## src/rtl/uart_pkg.sv

```systemverilog
// Shared UART definitions: TX/RX state encoding and line levels.
package uart_pkg;

    typedef enum logic [2:0] {
        IDLE,
        START,
        DATA,
        PARITY,
        STOP
    } tx_state_t;

    localparam logic IDLE_LINE = 1'b1;
    localparam logic START_LVL = 1'b0;

endpackage

```

## src/rtl/axis_uart_tx_if.sv

```systemverilog
// AXI4-Stream byte channel feeding the UART transmitter.
interface axis_uart_tx_if #(
    parameter int DATA_WIDTH = 8
);
    logic [DATA_WIDTH-1:0] tdata;
    logic                  tvalid;
    logic                  tlast;
    logic                  tready;

    modport master (output tdata, output tvalid, output tlast, input tready);
    modport slave  (input tdata, input tvalid, input tlast, output tready);
endinterface

```

## src/rtl/axis_uart_tx_fifo.sv

```systemverilog
// Small synchronous FIFO with registered first-word-fall-through read and registered full flag.
module axis_uart_tx_fifo #(
    parameter int WIDTH = 9,
    parameter int DEPTH = 4
) (
    input  logic                     clk,
    input  logic                     srst,
    input  logic                     push,
    input  logic                     pop,
    input  logic [WIDTH-1:0]         wr_data,
    output logic [WIDTH-1:0]         rd_data,
    output logic                     full,
    output logic                     empty,
    output logic [$clog2(DEPTH):0]   count
);
    localparam int AW = $clog2(DEPTH);

    logic [WIDTH-1:0] mem [DEPTH];
    logic [AW:0]      wr_ptr_reg, rd_ptr_reg;
    logic [AW:0]      wr_ptr_next, rd_ptr_next;
    logic [WIDTH-1:0] rd_data_reg;
    logic             full_reg;

    assign wr_ptr_next = wr_ptr_reg + (AW+1)'(push);
    assign rd_ptr_next = rd_ptr_reg + (AW+1)'(pop);

    assign count   = wr_ptr_reg - rd_ptr_reg;
    assign empty   = (wr_ptr_reg == rd_ptr_reg);
    assign full    = full_reg;
    assign rd_data = rd_data_reg;

    always_ff @(posedge clk) begin
        if (push) begin
            mem[wr_ptr_reg[AW-1:0]] <= wr_data;
        end
    end

    // Output register pre-fetches the next head; bypass when that slot is written this cycle.
    always_ff @(posedge clk) begin
        if (srst) begin
            wr_ptr_reg  <= '0;
            rd_ptr_reg  <= '0;
            full_reg    <= 1'b1;
            rd_data_reg <= '0;
        end else begin
            wr_ptr_reg  <= wr_ptr_next;
            rd_ptr_reg  <= rd_ptr_next;
            full_reg    <= ((wr_ptr_next - rd_ptr_next) == (AW+1)'(DEPTH));
            rd_data_reg <= (push && (wr_ptr_reg[AW-1:0] == rd_ptr_next[AW-1:0]))
                           ? wr_data : mem[rd_ptr_next[AW-1:0]];
        end
    end
endmodule

```

## src/rtl/axis_uart_tx.sv

```systemverilog
// AXIS-to-UART transmitter: FIFO-buffered bytes serialized LSB first with frame/packet end pulses.
// Define AXIS_UART_TX_PARITY_EN to insert an even-parity bit after the data bits.
module axis_uart_tx
    import uart_pkg::*;
#(
    parameter int DATA_WIDTH    = 8,
    parameter int BAUD_RATE_BUS = 15,
    parameter int FIFO_DEPTH    = 4
) (
    input  logic                     pi_clk,
    input  logic                     pi_rst,
    input  logic [BAUD_RATE_BUS-1:0] pi_baud_rate,
    input  logic                     pi_stop_bits,
    axis_uart_tx_if.slave            s_axis,
    output logic                     po_ut_data,
    output logic                     po_busy,
    output logic                     po_tran_over,
    output logic                     po_tlast_over
);
    localparam int BW = $clog2(DATA_WIDTH);
    localparam int CW = $clog2(FIFO_DEPTH) + 1;

    tx_state_t                state_reg;
    logic [BAUD_RATE_BUS-1:0] presc_reg;
    logic [BAUD_RATE_BUS-1:0] baud_reg;
    logic [DATA_WIDTH-1:0]    shift_reg;
    logic [BW-1:0]            bit_cnt_reg;
    logic                     stop_cnt_reg;
    logic                     stop_bits_reg;
    logic                     tlast_reg;
    logic                     line_reg;
`ifdef AXIS_UART_TX_PARITY_EN
    logic                     parity_reg;
`endif

    logic                  fifo_push, fifo_pop, fifo_full, fifo_empty;
    logic [DATA_WIDTH:0]   fifo_rd_data;
    logic [CW-1:0]         fifo_count;
    logic                  bit_strobe;
    logic                  stop_done;

    assign s_axis.tready = !fifo_full;
    assign fifo_push     = s_axis.tvalid && !fifo_full;
    assign fifo_pop      = (state_reg == IDLE) && !fifo_empty;
    assign bit_strobe    = (presc_reg == baud_reg);
    assign stop_done     = (state_reg == STOP) && bit_strobe && (stop_cnt_reg == stop_bits_reg);

    axis_uart_tx_fifo #(
        .WIDTH (DATA_WIDTH + 1),
        .DEPTH (FIFO_DEPTH)
    ) u_fifo (
        .clk     (pi_clk),
        .srst    (pi_rst),
        .push    (fifo_push),
        .pop     (fifo_pop),
        .wr_data ({s_axis.tlast, s_axis.tdata}),
        .rd_data (fifo_rd_data),
        .full    (fifo_full),
        .empty   (fifo_empty),
        .count   (fifo_count)
    );

    // Line level is registered: each state writes the level for the following cycle.
    always_ff @(posedge pi_clk) begin
        if (pi_rst) begin
            state_reg     <= IDLE;
            presc_reg     <= '0;
            baud_reg      <= '0;
            shift_reg     <= '0;
            bit_cnt_reg   <= '0;
            stop_cnt_reg  <= 1'b0;
            stop_bits_reg <= 1'b0;
            tlast_reg     <= 1'b0;
            line_reg      <= IDLE_LINE;
`ifdef AXIS_UART_TX_PARITY_EN
            parity_reg    <= 1'b0;
`endif
        end else begin
            presc_reg <= (state_reg == IDLE || bit_strobe) ? '0 : presc_reg + 1'b1;
            case (state_reg)
                IDLE: begin
                    if (!fifo_empty) begin
                        shift_reg     <= fifo_rd_data[DATA_WIDTH-1:0];
                        tlast_reg     <= fifo_rd_data[DATA_WIDTH];
                        baud_reg      <= pi_baud_rate;
                        stop_bits_reg <= pi_stop_bits;
                        bit_cnt_reg   <= '0;
                        stop_cnt_reg  <= 1'b0;
                        line_reg      <= START_LVL;
                        state_reg     <= START;
`ifdef AXIS_UART_TX_PARITY_EN
                        parity_reg    <= ^fifo_rd_data[DATA_WIDTH-1:0];
`endif
                    end
                end
                START: begin
                    if (bit_strobe) begin
                        line_reg  <= shift_reg[0];
                        state_reg <= DATA;
                    end
                end
                DATA: begin
                    if (bit_strobe) begin
                        if (bit_cnt_reg == BW'(DATA_WIDTH - 1)) begin
`ifdef AXIS_UART_TX_PARITY_EN
                            line_reg  <= parity_reg;
                            state_reg <= PARITY;
`else
                            line_reg  <= IDLE_LINE;
                            state_reg <= STOP;
`endif
                        end else begin
                            bit_cnt_reg <= bit_cnt_reg + 1'b1;
                            shift_reg   <= shift_reg >> 1;
                            line_reg    <= shift_reg[1];
                        end
                    end
                end
`ifdef AXIS_UART_TX_PARITY_EN
                PARITY: begin
                    if (bit_strobe) begin
                        line_reg  <= IDLE_LINE;
                        state_reg <= STOP;
                    end
                end
`endif
                STOP: begin
                    if (bit_strobe) begin
                        if (stop_cnt_reg == stop_bits_reg) begin
                            state_reg <= IDLE;
                        end else begin
                            stop_cnt_reg <= 1'b1;
                        end
                    end
                end
                default: begin
                    line_reg  <= IDLE_LINE;
                    state_reg <= IDLE;
                end
            endcase
        end
    end

    assign po_ut_data    = line_reg;
    assign po_busy       = (state_reg != IDLE) || (fifo_count != '0);
    assign po_tran_over  = stop_done;
    assign po_tlast_over = stop_done && tlast_reg;
endmodule

```

## src/flat_wrapper.sv

```systemverilog
// flat-port wrapper written by rule: the top's interface ports become plain ports
module axis_uart_tx_flat import uart_pkg::*;
#(
    parameter int DATA_WIDTH    = 8,
    parameter int BAUD_RATE_BUS = 15,
    parameter int FIFO_DEPTH    = 4
)
  (pi_clk, pi_rst, pi_baud_rate, pi_stop_bits, po_ut_data, po_busy, po_tran_over, po_tlast_over, s_axis_tdata, s_axis_tvalid, s_axis_tlast, s_axis_tready);
  axis_uart_tx_if #(.DATA_WIDTH(DATA_WIDTH)) s_axis_i ();
  input  logic pi_clk;
  input  logic pi_rst;
  input  logic [BAUD_RATE_BUS-1:0] pi_baud_rate;
  input  logic pi_stop_bits;
  output logic po_ut_data;
  output logic po_busy;
  output logic po_tran_over;
  output logic po_tlast_over;
  input wire logic [$bits(s_axis_i.tdata)-1:0] s_axis_tdata;
  input wire logic [$bits(s_axis_i.tvalid)-1:0] s_axis_tvalid;
  input wire logic [$bits(s_axis_i.tlast)-1:0] s_axis_tlast;
  output wire logic [$bits(s_axis_i.tready)-1:0] s_axis_tready;
  assign s_axis_i.tdata = s_axis_tdata;
  assign s_axis_i.tvalid = s_axis_tvalid;
  assign s_axis_i.tlast = s_axis_tlast;
  assign s_axis_tready = s_axis_i.tready;
  axis_uart_tx #(.DATA_WIDTH(DATA_WIDTH), .BAUD_RATE_BUS(BAUD_RATE_BUS), .FIFO_DEPTH(FIFO_DEPTH)) u_core (.pi_clk(pi_clk), .pi_rst(pi_rst), .pi_baud_rate(pi_baud_rate), .pi_stop_bits(pi_stop_bits), .s_axis(s_axis_i), .po_ut_data(po_ut_data), .po_busy(po_busy), .po_tran_over(po_tran_over), .po_tlast_over(po_tlast_over));
endmodule
```

## config.mk

```make
export PLATFORM = sky130hd
export DESIGN_NAME = axis_uart_tx_flat
export DESIGN_NICKNAME = d
export VERILOG_FILES = /design/src/rtl/uart_pkg.sv /design/src/rtl/axis_uart_tx_if.sv /design/src/rtl/axis_uart_tx_fifo.sv /design/src/rtl/axis_uart_tx.sv /design/src/flat_wrapper.sv
export SDC_FILE = /design/constraint.sdc
export NUM_CORES = 1
export LEC_CHECK = 0
export BUFFER_PORTS_ARGS = -buffer_cell sky130_fd_sc_hd__buf_2
export CAP_MARGIN = 20
export CELL_PAD_IN_SITES_DETAIL_PLACEMENT = 1
export CELL_PAD_IN_SITES_GLOBAL_PLACEMENT = 1
export CORE_MARGIN = 10
export CORE_UTILIZATION = 51
export CTS_CLUSTER_SIZE = 16
export DETAILED_ROUTE_END_ITERATION = 7
export PLACE_DENSITY_LB_ADDON = 0.1
export SLEW_MARGIN = 20
export SYNTH_ARGS = -nofsm -noshare
export SYNTH_HDL_FRONTEND = slang
export SYNTH_HIERARCHICAL = 1
export SYNTH_SLANG_ARGS = --single-unit
```

## constraint.sdc

```tcl
create_clock -name pi_clk -period 7.13 [get_ports pi_clk]
set_clock_uncertainty 0.2 [all_clocks]
set_input_delay 1.426 -clock pi_clk [delete_from_list [all_inputs] [get_ports pi_clk]]
set_output_delay 1.426 -clock pi_clk [all_outputs]
set_load 0.005 [all_outputs]
```

* Word level (Yosys, flattened, before mapping) *
Memory sizes are Yosys's and may differ from the RTL's. A register that Yosys moved wholly into a read port is not among the register bits.
Cells that the tools add are included.

cells by class
  add/subtract/negate cells = 6
  multiplexer cells = 25
  bitwise logic cells = 2
  reduce and logical (&&, ||, !) cells = 20
  eq/ne operators = 16

operator list
  kind                   count
  $mux 3                 9
  $mux 8                 3
  $pmux 8 s2             1
  $add 15x1->15 const B  1
  $eq 15x15->1           1
  $pmux 3 s4             1
  $reduce_and 4->1       3
  $eq 3x3->1 const B     3
  $mux 1                 8
  $ne 2x1->1 const B     4
  $ne 2x2->1 const B     4
  $add 3x1->3            2
  $pmux 3 s2             1
  $reduce_and 6->1       1
  $reduce_bool 3->1      2
  $sub 3x3->3            2
  $logic_and 1x1->1      5
  $pmux 1 s4             1
  $reduce_bool 2->1      2
  $add 3x1->3 const B    1
  $eq 3x1->1 const B     1
  $eq 3x2->1 const B     1
  $eq 3x3->1             1
  $logic_not 3->1        1
  7 further kinds        10

word-level totals
  memories = 1
  memory bits (writable) = 36
  flip-flop bits (word level) = 55

memories
  memory             depth  width  read ports  clocked after memory_dff  write ports  line                     source
  u_core.u_fifo.mem  4      9      1           1                         1            axis_uart_tx_fifo.sv:18  logic [WIDTH-1:0] mem [DEPTH];

* Longest topological paths before layout *
Gate-level depths: netlist of the first run.

  depth after elaboration = 6
  depth in mapped cells = 14
  mapped depth without buffers = 12

* Modules after synthesis *
The synthesis of the first run kept the hierarchy.

by module, submodules not included
  module             cells each  sequential area each (um2)  instances  area each (um2)
  axis_uart_tx       265         960.9                       1          2,228.4
  axis_uart_tx_fifo  133         1,401.3                     1          2,172.1

* Least setup slack after synthesis of the first run *
Ideal clock, no wire load.

  path type = reg2out
  from = register u_core.presc_reg[3]
  to = output port po_tlast_over
  setup slack = 3.779 ns
  arrival time = 1.725 ns
  required time = 5.504 ns
  path buffers = 0
  cell stages (with the launch flop) = 6
  cells stage by stage = dfxtp_1 xnor2_1 nand4_2 or4_4 nor3b_1 and2_1

on the way
  word-level cells in the longest chain between the ends = 4

ends and longest elaborated chain
  element                          line                 source
  start: declaration               axis_uart_tx.sv:24   logic [BAUD_RATE_BUS-1:0] presc_reg;
  start signal: assignment         axis_uart_tx.sv:79   presc_reg <= (state_reg == IDLE || bit_strobe) ? '0 : presc_reg + 1'b1;
  $eq 15x15->1                     axis_uart_tx.sv:45   assign bit_strobe = (presc_reg == baud_reg);
  $logic_and 1x1->1 (2 in series)  axis_uart_tx.sv:46   assign stop_done = (state_reg == STOP) && bit_strobe && (stop_cnt_reg == stop_bits_reg);
  net po_tran_over                 flat_wrapper.sv:16   output logic po_tran_over;
  $logic_and 1x1->1                axis_uart_tx.sv:147  assign po_tlast_over = stop_done && tlast_reg;
  end: declaration                 flat_wrapper.sv:17   output logic po_tlast_over;

The timed path passes the listed nets, and every way through them passes these cells.

* Final worst setup path of the first run *
  from = register u_core.u_fifo.wr_ptr_reg[0]
  to = register u_core.u_fifo.rd_data_reg[8], in the netlist u_core/u_fifo/rd_data[8], read port of u_core.u_fifo.mem

on the way
  word-level cells in the longest chain between the ends = 4

ends and longest elaborated chain
  element                           line                     source
  start: declaration                axis_uart_tx_fifo.sv:19  logic [AW:0] wr_ptr_reg, rd_ptr_reg;
  start signal: assignment          axis_uart_tx_fifo.sv:46  wr_ptr_reg <= wr_ptr_next;
  $eq 3x3->1                        axis_uart_tx_fifo.sv:28  assign empty = (wr_ptr_reg == rd_ptr_reg);
  net u_core.fifo_empty             axis_uart_tx.sv:36       logic fifo_push, fifo_pop, fifo_full, fifo_empty;
  $logic_not 1->1                   axis_uart_tx.sv:44       assign fifo_pop = (state_reg == IDLE) && !fifo_empty;
  $logic_and 1x1->1                 axis_uart_tx.sv:44
  $add 3x1->3                       axis_uart_tx_fifo.sv:25  assign rd_ptr_next = rd_ptr_reg + (AW+1)'(pop);
  net u_core.u_fifo.rd_ptr_next[0]  axis_uart_tx_fifo.sv:20  logic [AW:0] wr_ptr_next, rd_ptr_next;
  end: declaration                  axis_uart_tx_fifo.sv:21  logic [WIDTH-1:0] rd_data_reg;

The timed path passes the listed nets, and every way through them passes these cells.
A chain may end at the register's enable or synchronous reset.

==> impl_metrics.tcl, run 1 <==
set metrics [dict create \
    status "complete, no violations" \
    clock-sinks 100 \
    synthesis.nets 438 \
    wl_per_cell_um 19.4 \
    place_area_sq_um 4630 \
    timing.final.ws_setup_ps 2690 \
    synthXorXnorAreaFrac_pct 9.01 \
    fin_nets 464 \
    synth_seq_cells 100 \
    initial_core_util_pct 53.0 \
    drv_cap 0 \
    required_ps 7130 \
    synth_compound_area_share_pct 9.01 \
    powerDensity_nw_per_um2 406 \
    crit_fanout 27 \
    fin_crit_ps 4440 \
    synthMuxAreaShare_pct 5.46 \
    cts_buffers 9 \
    largest_register_ffs 36 \
    cts_hold_repair.buffers 0 \
    pre_cts_slack_ps 2620 \
    cp_cell_sequence "inv_1, ha_1, and3_1, nand2b_1, inv_2, ha_1, mux4_1, o31ai_1, a21oi_1" \
    clk_latency_ps 360 \
    htree_levels 3 \
    syn_area_sq_um 4400 \
    overflow 0 \
    power_mw 1.96 \
    antenna_found_initial 0 \
    yosys_most_used_dff "dfxtp_1" \
    p_leak_nw 1.72 \
    slowest_delay_ps 920 \
    fp.dieH_um 113 \
    rsz0062_at_grt "no" \
    synth_cell_types 51 \
    post-dp-hpwl_um 7440 \
    coreArea_sq_um 8300 \
    clk_pin_slew_ps 90 \
    die_area_sq_um 12700 \
    ant_nets 0 \
    critPathSlowestCell "ha_1" \
    drtIter0Drc 156 \
    cp-start-kind "register" \
    postSynthCellCount 398 \
    numPortBuffers 32 \
    ir_drop_mv 0.193 \
    post-route-period-util_pct 62.3 \
    cts_tree "done" \
    yosys-top-cells-area "dfxtp_1 29%, edfxtp_1 25%, nand2_1 4.6%" \
    ctsLongestPathBuffers 2 \
    viasPerCell 5.74 \
    grt_max_degree 48 \
    finalSetupViolations 0 \
    hold_class "register to register" \
    gp_congestion 0.738 \
    relSlewSlack_pct 35.3 \
    drc_errors 0 \
    ys_seq_area_share_pct 53.7 \
    fillers 917 \
    synthToLayoutAreaGrowth_pct 9.84 \
    path_common_cell "ha_1" \
    grt_pass1_vias 3377 \
    wl_um 10400 \
    synth-simple-area-share_pct 16.0 \
    timing.fmax_mhz 225 \
    maxSlewViolCount 0 \
    synth_top_family_by_area "simple AND/OR/NAND/NOR gates" \
    io_pins 33 \
    worst_pin_slew_ps 965 \
    hold_violations 0 \
    hold_slack_ps 269 \
    synth-adder-area-share_pct 3.58 \
    rows 33 \
    synth_edf_count 36 \
    cp.arrival_ps 4440 \
    synth_largest_area_cell "dfxtp_1" \
    cts_resized 0 \
    postCtsSetupRepairBufs 0 \
    cp-end-kind "register" \
    dr.pass1.iters 4 \
    vias 3063 \
    timing.setup.tns_ps 0 \
    grt_usage_pct 16.4 \
    synthArstFlopShare_pct 0 \
    grt_pass1_wl_um 17000 \
    yosys.area.top_type_share_pct 29.1 \
    n_antenna_cell 0 \
    path_class "register to register" \
    die_x_um 113 \
    root_buffer "clkbuf_8" \
    drive_gt1_share_pct 15.9 \
    final_cell_area_sq_um 4830 \
    syn_avg_cell_area_sq_um 11.1 \
    yosys_warnings 6 \
]
[layout make-up]
class	count	area (sq um)	area share [%]
multi-input cells	267	1910	39.6
well taps	105	131	2.72
flip-flops and latches	100	2360	48.9
clock buffers	10	128	2.64
repair buffers	34	175	3.62
inverters	12	45.0	0.932
clock inverters	6	78.8	1.63
[power breakdown]
group / switching, mW / leakage, nW / internal [mW]
Combinational: 0.499 / 0.771 / 0.313
Sequential: 0.0761 / 0.849 / 0.693
Clock: 0.190 / 0.0990 / 0.195
Total: 0.765 / 1.72 / 1.20
[cell usage in the layout (no fill, tap or decap), types with 3 or more instances in the layout]
master,instances
dfxtp_1,64
nand2_1,54
edfxtp_1,36
buf_2,32
a21oi_1,30
nor2_1,23
xnor2_1,22
nand3_1,16
nand4_1,15
xor2_1,12
inv_1,11
ha_1,11
clkbuf_8,9
o31ai_1,9
a22oi_1,7
a31oi_1,7
mux4_2,7
nor2b_1,4
o21ai_0,4
nor3_2,4
clkinv_1,3
nor3_1,3
nor3b_1,3
mux2i_1,3
[worst max-delay path: cells and delay by family (launching register included)]
family	cells	cell delay [ps]
compound gates	2	270
mux	1	680
flops	1	550
simple gates	2	800
fa+ha+maj	2	1240
buf+inv	2	540
[layer usage]
layer  routed length, um  global-route usage, %  share of wire [%]  vias to the layer above
met5                   0                      0                  0                        -
met4                 158                   4.15                1.5                        0
met3                 350                   4.07                3.4                       15
met2                5240                   28.3                 50                       44
met1                4630                   20.0                 45                     1529
li1                    -                      -                  -                     1475
[kinds of logic (layout without fill, tap and decap cells)]
family	after synthesis	in the layout
AND/OR/NAND/NOR	139	139
flip-flops	100	100
AO/OA/AOI/OAI	65	65
XOR/XNOR	39	39
buffers and inverters	31	62
adder cells (fa/ha/maj)	12	12
multiplexers	12	12
[stage by stage]
step                      std cells  util (%)
after floorplan                 398         -
after global placement          518      55.8
after detailed placement        518      55.8
after CTS                       534      58.2
after global routing            534      58.2
final                           534      58.2
[synth_stat cells, types with 2 or more instances]
cell,instances
dfxtp_1,64
nand2_1,54
edfxtp_1,36
a21oi_1,30
nor2_1,23
xnor2_1,22
nand3_1,16
nand4_1,15
clkbuf_1,13
xor2_1,12
ha_1,11
inv_1,11
o31ai_1,9
a22oi_1,7
a31oi_1,7
mux4_2,7
nor3_1,7
nor2b_1,4
o21ai_0,4
buf_6,3
mux2i_1,3
nor3b_1,3
a21o_1,2
and2_1,2
and3_1,2
and4_1,2
buf_2,2
mux4_1,2
o21a_1,2
xnor2_2,2
[worst paths after layout]
check,start,to,slack [ps],cells after the start
setup / recovery,u_core/u_fifo/wr_ptr_reg[0],u_core/u_fifo/rd_data[8],2690,9
hold / removal,u_core/u_fifo/rd_data[8],u_core/tlast_reg,270,2
setup reg to reg,u_core/u_fifo/wr_ptr_reg[0],u_core/u_fifo/rd_data[8],2690,9
hold reg to reg,u_core/u_fifo/rd_data[8],u_core/tlast_reg,270,2
Note: power is estimated with default switching activity, not from simulation.
==> inputs of run 2 (changes only) <==
CORE_UTILIZATION = 48   (was 51)
clock period = 4.6 ns   (was 7.13 ns; I/O delays follow)
==> run 2 against run 1 <==
  * Core utilization shrank 3.2 points
  * Cell area grew 0.28%
  * Worst hold slack lost 10 ps
  * Setup slack lost 1700 ps
  * Largest cell class unchanged
  * Largest power group unchanged
==> impl_metrics.tcl, run 2 (synthesis gave the netlist of run 1 again) <==
set metrics [dict create \
    fin_crit_ps 3660 \
    rsz0062_at_grt "no" \
    routed-wl-met2_um 5360 \
    status "complete, no violations" \
    grt_max_degree 48 \
    post-route-period-util_pct 79.6 \
    cts_buffers 9 \
    wl_per_cell_um 18.9 \
    layout_commonest_cell "dfxtp_1" \
    required_ps 4710 \
    grt_pass1_vias 3289 \
    timing.setup.tns_ps 0 \
    powerDensity_nw_per_um2 620 \
    io_pins 33 \
    drv_cap 0 \
    cp-start-kind "register" \
    cts_tree "done" \
    cp.arrival_ps 3770 \
    power_mw 3.01 \
    die_area_sq_um 13400 \
    htree_levels 3 \
    hold_violations 0 \
    largest_register_ffs 36 \
    fin_nets 470 \
    timing.fmax_mhz 273 \
    clk_latency_ps 370 \
    clock-sinks 100 \
    worst_pin_slew_ps 893 \
    slowest_delay_ps 760 \
    grt_usage_pct 16.2 \
    maxSlewViolCount 0 \
    relSlewSlack_pct 40.5 \
    cp_num_buf_inv 4 \
    cts_hold_repair.buffers 0 \
    initial_core_util_pct 50.0 \
    path_common_cell "ha_1" \
    vias 3047 \
    grt_pass1_wl_um 16900 \
    critPathSlowestCell "ha_1" \
    clk_pin_slew_ps 100 \
    cp-end-kind "register" \
    overflow 0 \
    n_antenna_cell 0 \
    final_cell_mix "64 x dfxtp_1, 54 x nand2_1, 36 x edfxtp_1, 32 x buf_2, 30 x a21oi_1" \
    rows 34 \
    ir_drop_mv 0.244 \
    dr.pass1.iters 4 \
    numPortBuffers 32 \
    postCtsSetupRepairBufs 0 \
    viasPerCell 5.61 \
    die_x_um 116 \
    wl_met1_um 4420 \
    synthToLayoutAreaGrowth_pct 10.2 \
    post-dp-hpwl_um 7270 \
    crit_fanout 20 \
    drive_gt1_share_pct 17.0 \
    root_buffer "clkbuf_8" \
    wl_um 10300 \
    coreArea_sq_um 8810 \
    crit_family "adder cells" \
    fp.dieH_um 116 \
    cp_cell_sequence "inv_1, ha_1, and3_1, nand2b_1, buf_4, inv_2, ha_1, ha_1, inv_1, ha_1, nor2b_1, xnor3_1, o21bai_1" \
    gp_congestion 0.756 \
    met3_wirelength_um 355 \
    ant_nets 0 \
    finalSetupViolations 0 \
    hold_class "register to register" \
    highest_layer "met4" \
    cts_resized 0 \
    drtIter0Drc 124 \
    drc_errors 0 \
    path_class "register to register" \
    ctsLongestPathBuffers 2 \
    p_leak_nw 1.75 \
    antenna_found_initial 0 \
]
## run 2: cell types whose count changed in the layout (fill, tap and decap cells not counted)
cell	before	now
clkbuf_1	1	0
inv_8	0	1
nor3_1	3	7
bufinv_16	2	0
nor3_2	4	0
clkinvlp_4	1	0
clkinv_4	0	1
buf_4	2	8
clkinv_8	0	1
clkinv_2	0	1
inv_6	0	3
clkinv_1	3	0
## run 2: power by group
part           switching (mW)  total [mW]  internal [mW]  leakage (nW)
registers               0.114        1.19           1.07         0.849
clock network           0.328       0.539          0.211        0.0993
logic                   0.775        1.28          0.505         0.800
total                    1.22        3.01           1.79          1.75
## run 2: stage by stage
| step | cell area (sq um) | hold WS [ps] | instances | setup slack, ps | util [%] |
|---|---|---|---|---|---|
| final | 4850 | 259 | 543 | 939 | 55.0 |
| after global routing | 4850 | 295 | 543 | 669 | 55.0 |
| after CTS | 4850 | 262 | 543 | 910 | 55.0 |
| after detailed placement | 4660 | 249 | 527 | 974 | 52.9 |
| after global placement | 4660 | 245 | 527 | 1100 | 52.9 |
| after floorplan | 4400 | 217 | 398 | 1410 | - |
## run 2: layout make-up
class / count / area [sq um]
Clock inverter: 7 / 67.6
Multi-Input combinational cell: 267 / 1890
Tap cell: 108 / 135
Fill cell: 961 / 3960
Timing Repair Buffer: 40 / 220
Clock buffer: 9 / 124
Sequential cell: 100 / 2360
Inverter: 12 / 45.0
## run 2: per-layer routing
layer | GRT usage, % | vias up
met2 | 29.5 | 47
met1 | 18.4 | 1507
met3 | 3.51 | 13
met5 | 0 | -
li1 | - | 1480
met4 | 5.00 | 0
## run 2: worst min-delay path: stages, from the launching register on
cell     delay (ps)
dfxtp_1         320
nand2_1          50
a21oi_1          50
## run 2: worst paths after layout
path         depth (start not counted)  slack (ps)                  to                   startpoint
max                                 13         940  u_core/u_fifo/full  u_core/u_fifo/wr_ptr_reg[0]
max reg2reg                         13         940  u_core/u_fifo/full  u_core/u_fifo/wr_ptr_reg[0]
min                                  2         260    u_core/tlast_reg             u_core/tlast_reg
min reg2reg                          2         260    u_core/tlast_reg             u_core/tlast_reg
